===== src/rtl/geofence_sched.sv =====
`default_nettype none
// ============================================================================
// Module   : geofence_sched
// Purpose  : Round-robin scheduler sharing one point-in-polygon engine among
//            NREQ requesters. It tracks the engine frame phase (7-cycle LOAD
//            window followed by WAIT for the result strobe). It streams the
//            granted requester's 7 points into the engine and fills idle
//            windows with dummy frames. Each result is returned tagged with
//            the owner id.
// Ports    : clk, reset (async, active-low; engine reset = ~reset outside)
//            req/req_x/req_y  - requester frame-ready flags and point slices
//            pt_ack           - one-hot point consumed strobe
//            eng_x/eng_y      - point bus to the engine
//            eng_valid/eng_inside - engine result strobe and value
//            res_valid/res_inside/res_id - tagged result, one-cycle strobe
//            busy             - a real frame is in flight
//            timeout_err      - sticky, a frame was abandoned
// Revision : 1.0 - initial release
// ============================================================================
module geofence_sched #(
  parameter int NREQ    = 4,
  parameter int IDW     = $clog2(NREQ),
  parameter int TIMEOUT = 63
) (
  input  logic               clk,
  input  logic               reset,
  input  logic [NREQ-1:0]    req,
  input  logic [NREQ*10-1:0] req_x,
  input  logic [NREQ*10-1:0] req_y,
  output logic [NREQ-1:0]    pt_ack,
  output logic [9:0]         eng_x,
  output logic [9:0]         eng_y,
  input  logic               eng_valid,
  input  logic               eng_inside,
  output logic               res_valid,
  output logic               res_inside,
  output logic [IDW-1:0]     res_id,
  output logic               busy,
  output logic               timeout_err
);

  // Counter must hold both the LOAD index (0..6) and the WAIT count.
  localparam int CW = ($clog2(TIMEOUT) > 3) ? $clog2(TIMEOUT) : 3;

  localparam logic [0:0] ST_LOAD = 1'b0;
  localparam logic [0:0] ST_WAIT = 1'b1;

  localparam logic [CW-1:0] LOAD_LAST = CW'(6);
  // WAIT counts 0..TIMEOUT-1, i.e. exactly TIMEOUT cycles before giving up.
  localparam logic [CW-1:0] WAIT_LAST = CW'(TIMEOUT - 1);

  logic [0:0]     state;
  logic [CW-1:0]  cnt;
  logic           owner_vld;
  logic [IDW-1:0] owner;
  logic [IDW-1:0] last;
  logic           grant_vld;
  logic [IDW-1:0] grant_id;

  // Requester index 'ofs' positions after 'base', wrapping at NREQ.
  function automatic logic [IDW-1:0] rr_idx(input logic [IDW-1:0] base, input int ofs);
    int s;
    s = int'(base) + ofs;
    if (s >= NREQ) s = s - NREQ;
    return s[IDW-1:0];
  endfunction

  // Round-robin search starting at last+1. Scanning from the farthest
  // candidate down lets the nearest requesting one overwrite the result.
  always_comb begin
    grant_vld = 1'b0;
    grant_id  = '0;
    for (int k = NREQ; k >= 1; k--) begin
      if (req[rr_idx(last, k)]) begin
        grant_vld = 1'b1;
        grant_id  = rr_idx(last, k);
      end
    end
  end

  // Point mux: during LOAD the owner's current point goes straight to the
  // engine and is acknowledged in the same cycle. Dummy frames drive zeros.
  always_comb begin
    pt_ack = '0;
    eng_x  = '0;
    eng_y  = '0;
    if (owner_vld && (state == ST_LOAD)) begin
      for (int i = 0; i < NREQ; i++) begin
        if (owner == i[IDW-1:0]) begin
          pt_ack[i] = 1'b1;
          eng_x     = req_x[10*i +: 10];
          eng_y     = req_y[10*i +: 10];
        end
      end
    end
  end

  // The state is always LOAD or WAIT, so only the owner flag matters.
  assign busy = owner_vld;

  always_ff @(posedge clk or negedge reset) begin
    if (!reset) begin
      state       <= ST_LOAD;
      cnt         <= '0;
      owner_vld   <= 1'b0;
      owner       <= '0;
      last        <= IDW'(NREQ - 1);
      res_valid   <= 1'b0;
      res_inside  <= 1'b0;
      res_id      <= '0;
      timeout_err <= 1'b0;
    end else begin
      res_valid <= 1'b0;
      case (state)
        ST_LOAD: begin
          // eng_valid here is a protocol error and is deliberately ignored.
          if (cnt == LOAD_LAST) begin
            state <= ST_WAIT;
            cnt   <= '0;
          end else begin
            cnt <= cnt + CW'(1);
          end
        end
        default: begin
          if (eng_valid || (cnt == WAIT_LAST)) begin
            if (eng_valid) begin
              // Dummy-frame results are dropped.
              if (owner_vld) begin
                res_valid  <= 1'b1;
                res_inside <= eng_inside;
                res_id     <= owner;
              end
            end else begin
              timeout_err <= 1'b1;
            end
            // Arbitrate for the next window; no request keeps 'last'.
            owner_vld <= grant_vld;
            if (grant_vld) begin
              owner <= grant_id;
              last  <= grant_id;
            end
            state <= ST_LOAD;
            cnt   <= '0;
          end else begin
            cnt <= cnt + CW'(1);
          end
        end
      endcase
    end
  end

endmodule
`default_nettype wire

===== config.mk =====
export PLATFORM = sky130hd
export DESIGN_NAME = geofence_sched
export DESIGN_NICKNAME = d
export VERILOG_FILES = /design/src/rtl/geofence_sched.sv
export SDC_FILE = /design/constraint.sdc
export NUM_CORES = 1
export LEC_CHECK = 0
export BUFFER_PORTS_ARGS = -buffer_cell sky130_fd_sc_hd__buf_2
export CORE_ASPECT_RATIO = 1.75
export CORE_MARGIN = 4
export CORE_UTILIZATION = 25
export CTS_BUF_LIST = sky130_fd_sc_hd__clkbuf_4
export CTS_CLUSTER_SIZE = 24
export DETAILED_ROUTE_END_ITERATION = 8
export GPL_TIMING_DRIVEN = 0
export PLACE_DENSITY = 0.59
export SETUP_SLACK_MARGIN = 0.5
export SLEW_MARGIN = 40
export SYNTH_ARGS = -nofsm -noshare
export SYNTH_HDL_FRONTEND = slang
export SYNTH_SLANG_ARGS = --single-unit
export TNS_END_PERCENT = 30

===== constraint.sdc =====
create_clock -name clk -period 1.44 [get_ports clk]
set_input_delay 0.288 -clock clk [delete_from_list [all_inputs] [get_ports clk]]
set_output_delay 0.288 -clock clk [all_outputs]
set_load 0.01 [all_outputs]

==> run_results.csv <==
group,metric,value,unit
setup_path,path_max_fanout,5,
timing,period_share,140,%
outcome,outcome,"finished, violations left",
logic_synthesis,syn-cell-area,1480,um^2
grt,grt_pass1_wl,7660,um
logic_synthesis,ys_seq_elements,17,
logic_synthesis,synth_edf_count,0,
grt,grt_antenna_before_repair,0,
timing,setup_tns,-12.55,ns
grt,grtUsageTotal,13.5,%
logic_synthesis,synthCells,131,
logic_synthesis,avgSynthCellArea,11.3,um^2
timing,fin_ws,-0.570,ns
floorplan,pin_count,118,
setup_path,critical_path_class,"flip-flop to output pin",
floorplan,rows,36,
timing,max_freq,0.497,GHz
layout,final_util,45.3,%
place,hpwl,4260,um
layout,area_growth,73.4,%
grt,grt_overflow,0,
routing,via_per_inst,4.74,
place,place.gp.congestion,0.759,
logic_synthesis,ys.flop_type,"dfrtp_1",
floorplan,die_h,110,um
timing,worstMarginPinSlew,0.458,ns
clock_network,tritoncts,"yes",
logic_synthesis,synth.largest_area_cell,"mux4_2",
routing,drtIter0Drc,29,
logic_synthesis,synthTopCellsByArea,"mux4_2 (27%), dfrtp_1 (25%), and3_1 (8.4%), dfstp_2 (3.5%), mux4_1 (3.5%)",
flow_run,drv_cap,0,
layout,regArea,430,um^2
timing,hold_viol,0,
power_and_ir_drop,p_leak,0.00124,uW
grt,grt_pass1_vias,1637,
timing,fin_skew,0.00731,ns
outcome,violations,"setup timing",
grt,grt_max_degree,18,
clock_network,ctsRootBufferMaster,"clkbuf_4",
floorplan,fp.coreArea,5680,um^2
setup_path,crit_arrival,1.72,ns
setup_path,crit_path_end_kind,"output pin",
place,preCtsSetupSlack,-0.396,ns
layout,n_fill_cell,564,
clock_network,cts_sinks,17,
timing,fin_crit,2.01,ns
layout,antenna_cells,0,
routing,drc,0,
timing,setup_viol,29,
min_path,hp-class,"primary input to flip-flop",
timing,maxSlewHeadroom,69.5,%
power_and_ir_drop,peakVddDrop,0.000924,V
routing,wirelength,5180,um
floorplan,chipWidth,66.2,um
clock_network,path_clk_slew,0.10,ns
layout,drive_gt1_share,75.0,%
timing,rsz0062_at_grt,"yes",
clock_network,numCtsBuffers,3,
power_and_ir_drop,p_per_area,2120,nW/um^2
timing,drv_slew,0,
layout,multi_input_area,1090,um^2
floorplan,start_util,26.1,%
logic_synthesis,async_flop_share,100,%
setup_path,required,1.15,ns
logic_synthesis,synth_top_area_share,27.3,%
layout,postLayoutCellArea,2570,um^2
layout,final_nets,347,
floorplan,dieArea,7280,um^2
logic_synthesis,syn-num-nets,221,
routing,ant_nets,0,
power_and_ir_drop,p_total,5450,uW
clock_network,clockBufferDepth,2,
setup_path,startpoint_type,"flip-flop",
logic_synthesis,yosysWarnings,0,
routing,wire_per_inst,15.6,um
place,portBuffers,117,
place,post_dp_cell_area,2250,um^2
logic_synthesis,ys_seq_area_share,28.8,%
routing,vias,1573,
logic_synthesis,synth_cell_types,39,
routing,drt_first_pass_iters,4,
clock_network,h-tree-depth,1,
clock_network,insertion_delay,0.29,ns
-- path summary, 6_finish.rpt --
kind,start,slack [ns],to,cells past startpoint
max,owner[0]$_DFFE_PN0P_,-0.57,eng_y[0],5
min,eng_valid,0.19,timeout_err$_DFFE_PN0P_,2
max reg2reg,cnt[0]$_DFF_PN0_,-0.10,owner[1]$_DFFE_PN0P_,6
min reg2reg,timeout_err$_DFFE_PN0P_,0.49,timeout_err$_DFFE_PN0P_,1
max in group asynchronous,reset,0.69,last[0]$_DFFE_PN1P_,2
min in group asynchronous,reset,0.42,timeout_err$_DFFE_PN0P_,2
-- cell type report --
| cell class | count | area share (%) |
|---|---|---|
| flip-flops and latches | 17 | 16.7 |
| inverters | 8 | 1.26 |
| multi-input cells | 95 | 42.4 |
| plain buffers | 11 | 4.43 |
| well taps | 76 | 3.70 |
| clock buffers | 4 | 1.17 |
| repair buffers | 121 | 30.3 |
-- per-stage QoR --
step / cells / hold WS, ns
finish: 332 / 0.195
detailed placement: 324 / 0.233
global route: 332 / 0.211
floorplan: 131 / -0.00759
global placement: 324 / 0.231
CTS: 332 / 0.209
-- sequential cells by signal, indices dropped and copies added, names as in the netlist --
register and count:
timeout_err 1, res_inside 1, res_valid 1, state 1
owner 2, busy 1, res_id 2, cnt 6
last 2
-- layout by cell type, fill, tap and decap left out, types with 4 or more instances in the layout --
master / count
mux4_2: 20
buf_2: 95
buf_6: 24
and3_4: 19
clkbuf_4: 4
inv_1: 5
nor2_1: 6
clkbuf_1: 4
dfrtp_1: 13
nor3_2: 4
nand3_1: 5
-- synth_stat cells (all sizes together) (3+ instances only) --
cell,n
nand2,5
dfrtp,15
and3,20
nand3,5
mux2i,3
mux4,20
buf,5
nor2,6
o21ai,5
nor3,5
clkbuf,6
nand2b,3
inv,8
-- cell families after synthesis --
family | share of synthesized area (%)
xor gates and xnor gates | 1.77
AOI/OAI and AO/OA | 7.67
and+or+nand+nor | 18.2
DFF | 28.8
adders and majority gates | 1.69
muxes | 34.4
buffers and inverters | 7.42
-- routing by layer --
metal	wire [um]	track usage, %	up-vias
met5	0	0	-
met4	38	2.18	0
met3	397	1.84	5
met2	3090	29.4	72
met1	1650	12.8	746
li1	-	-	750
-- critical path, cell delays in order, from the launching register on --
cell	delay (ns)
dfrtp_1	0.35
buf_6	0.15
buf_12	0.13
mux4_2	0.51
and3_4	0.20
buf_6	0.11
-- repair_timing --
action | CTS | global route
gates cloned | 1 | 0
setup buffers | 2 | 0
pin swaps | 3 | 4
endpoints found under the hold margin | 15 | 0
hold buffers | 1 | 0
gates resized for setup | 45 | 16
setup endpoints to repair | 47 | 47
-- where the power goes --
part / internal [uW] / switching (uW) / leakage [uW] / total (uW)
registers: 698 / 194 / 0.000205 / 892
clock network: 127 / 149 / 0.0000184 / 276
logic: 2610 / 1670 / 0.00102 / 4280
total: 3440 / 2010 / 0.00124 / 5450
Power figures use the tool's default switching activity.
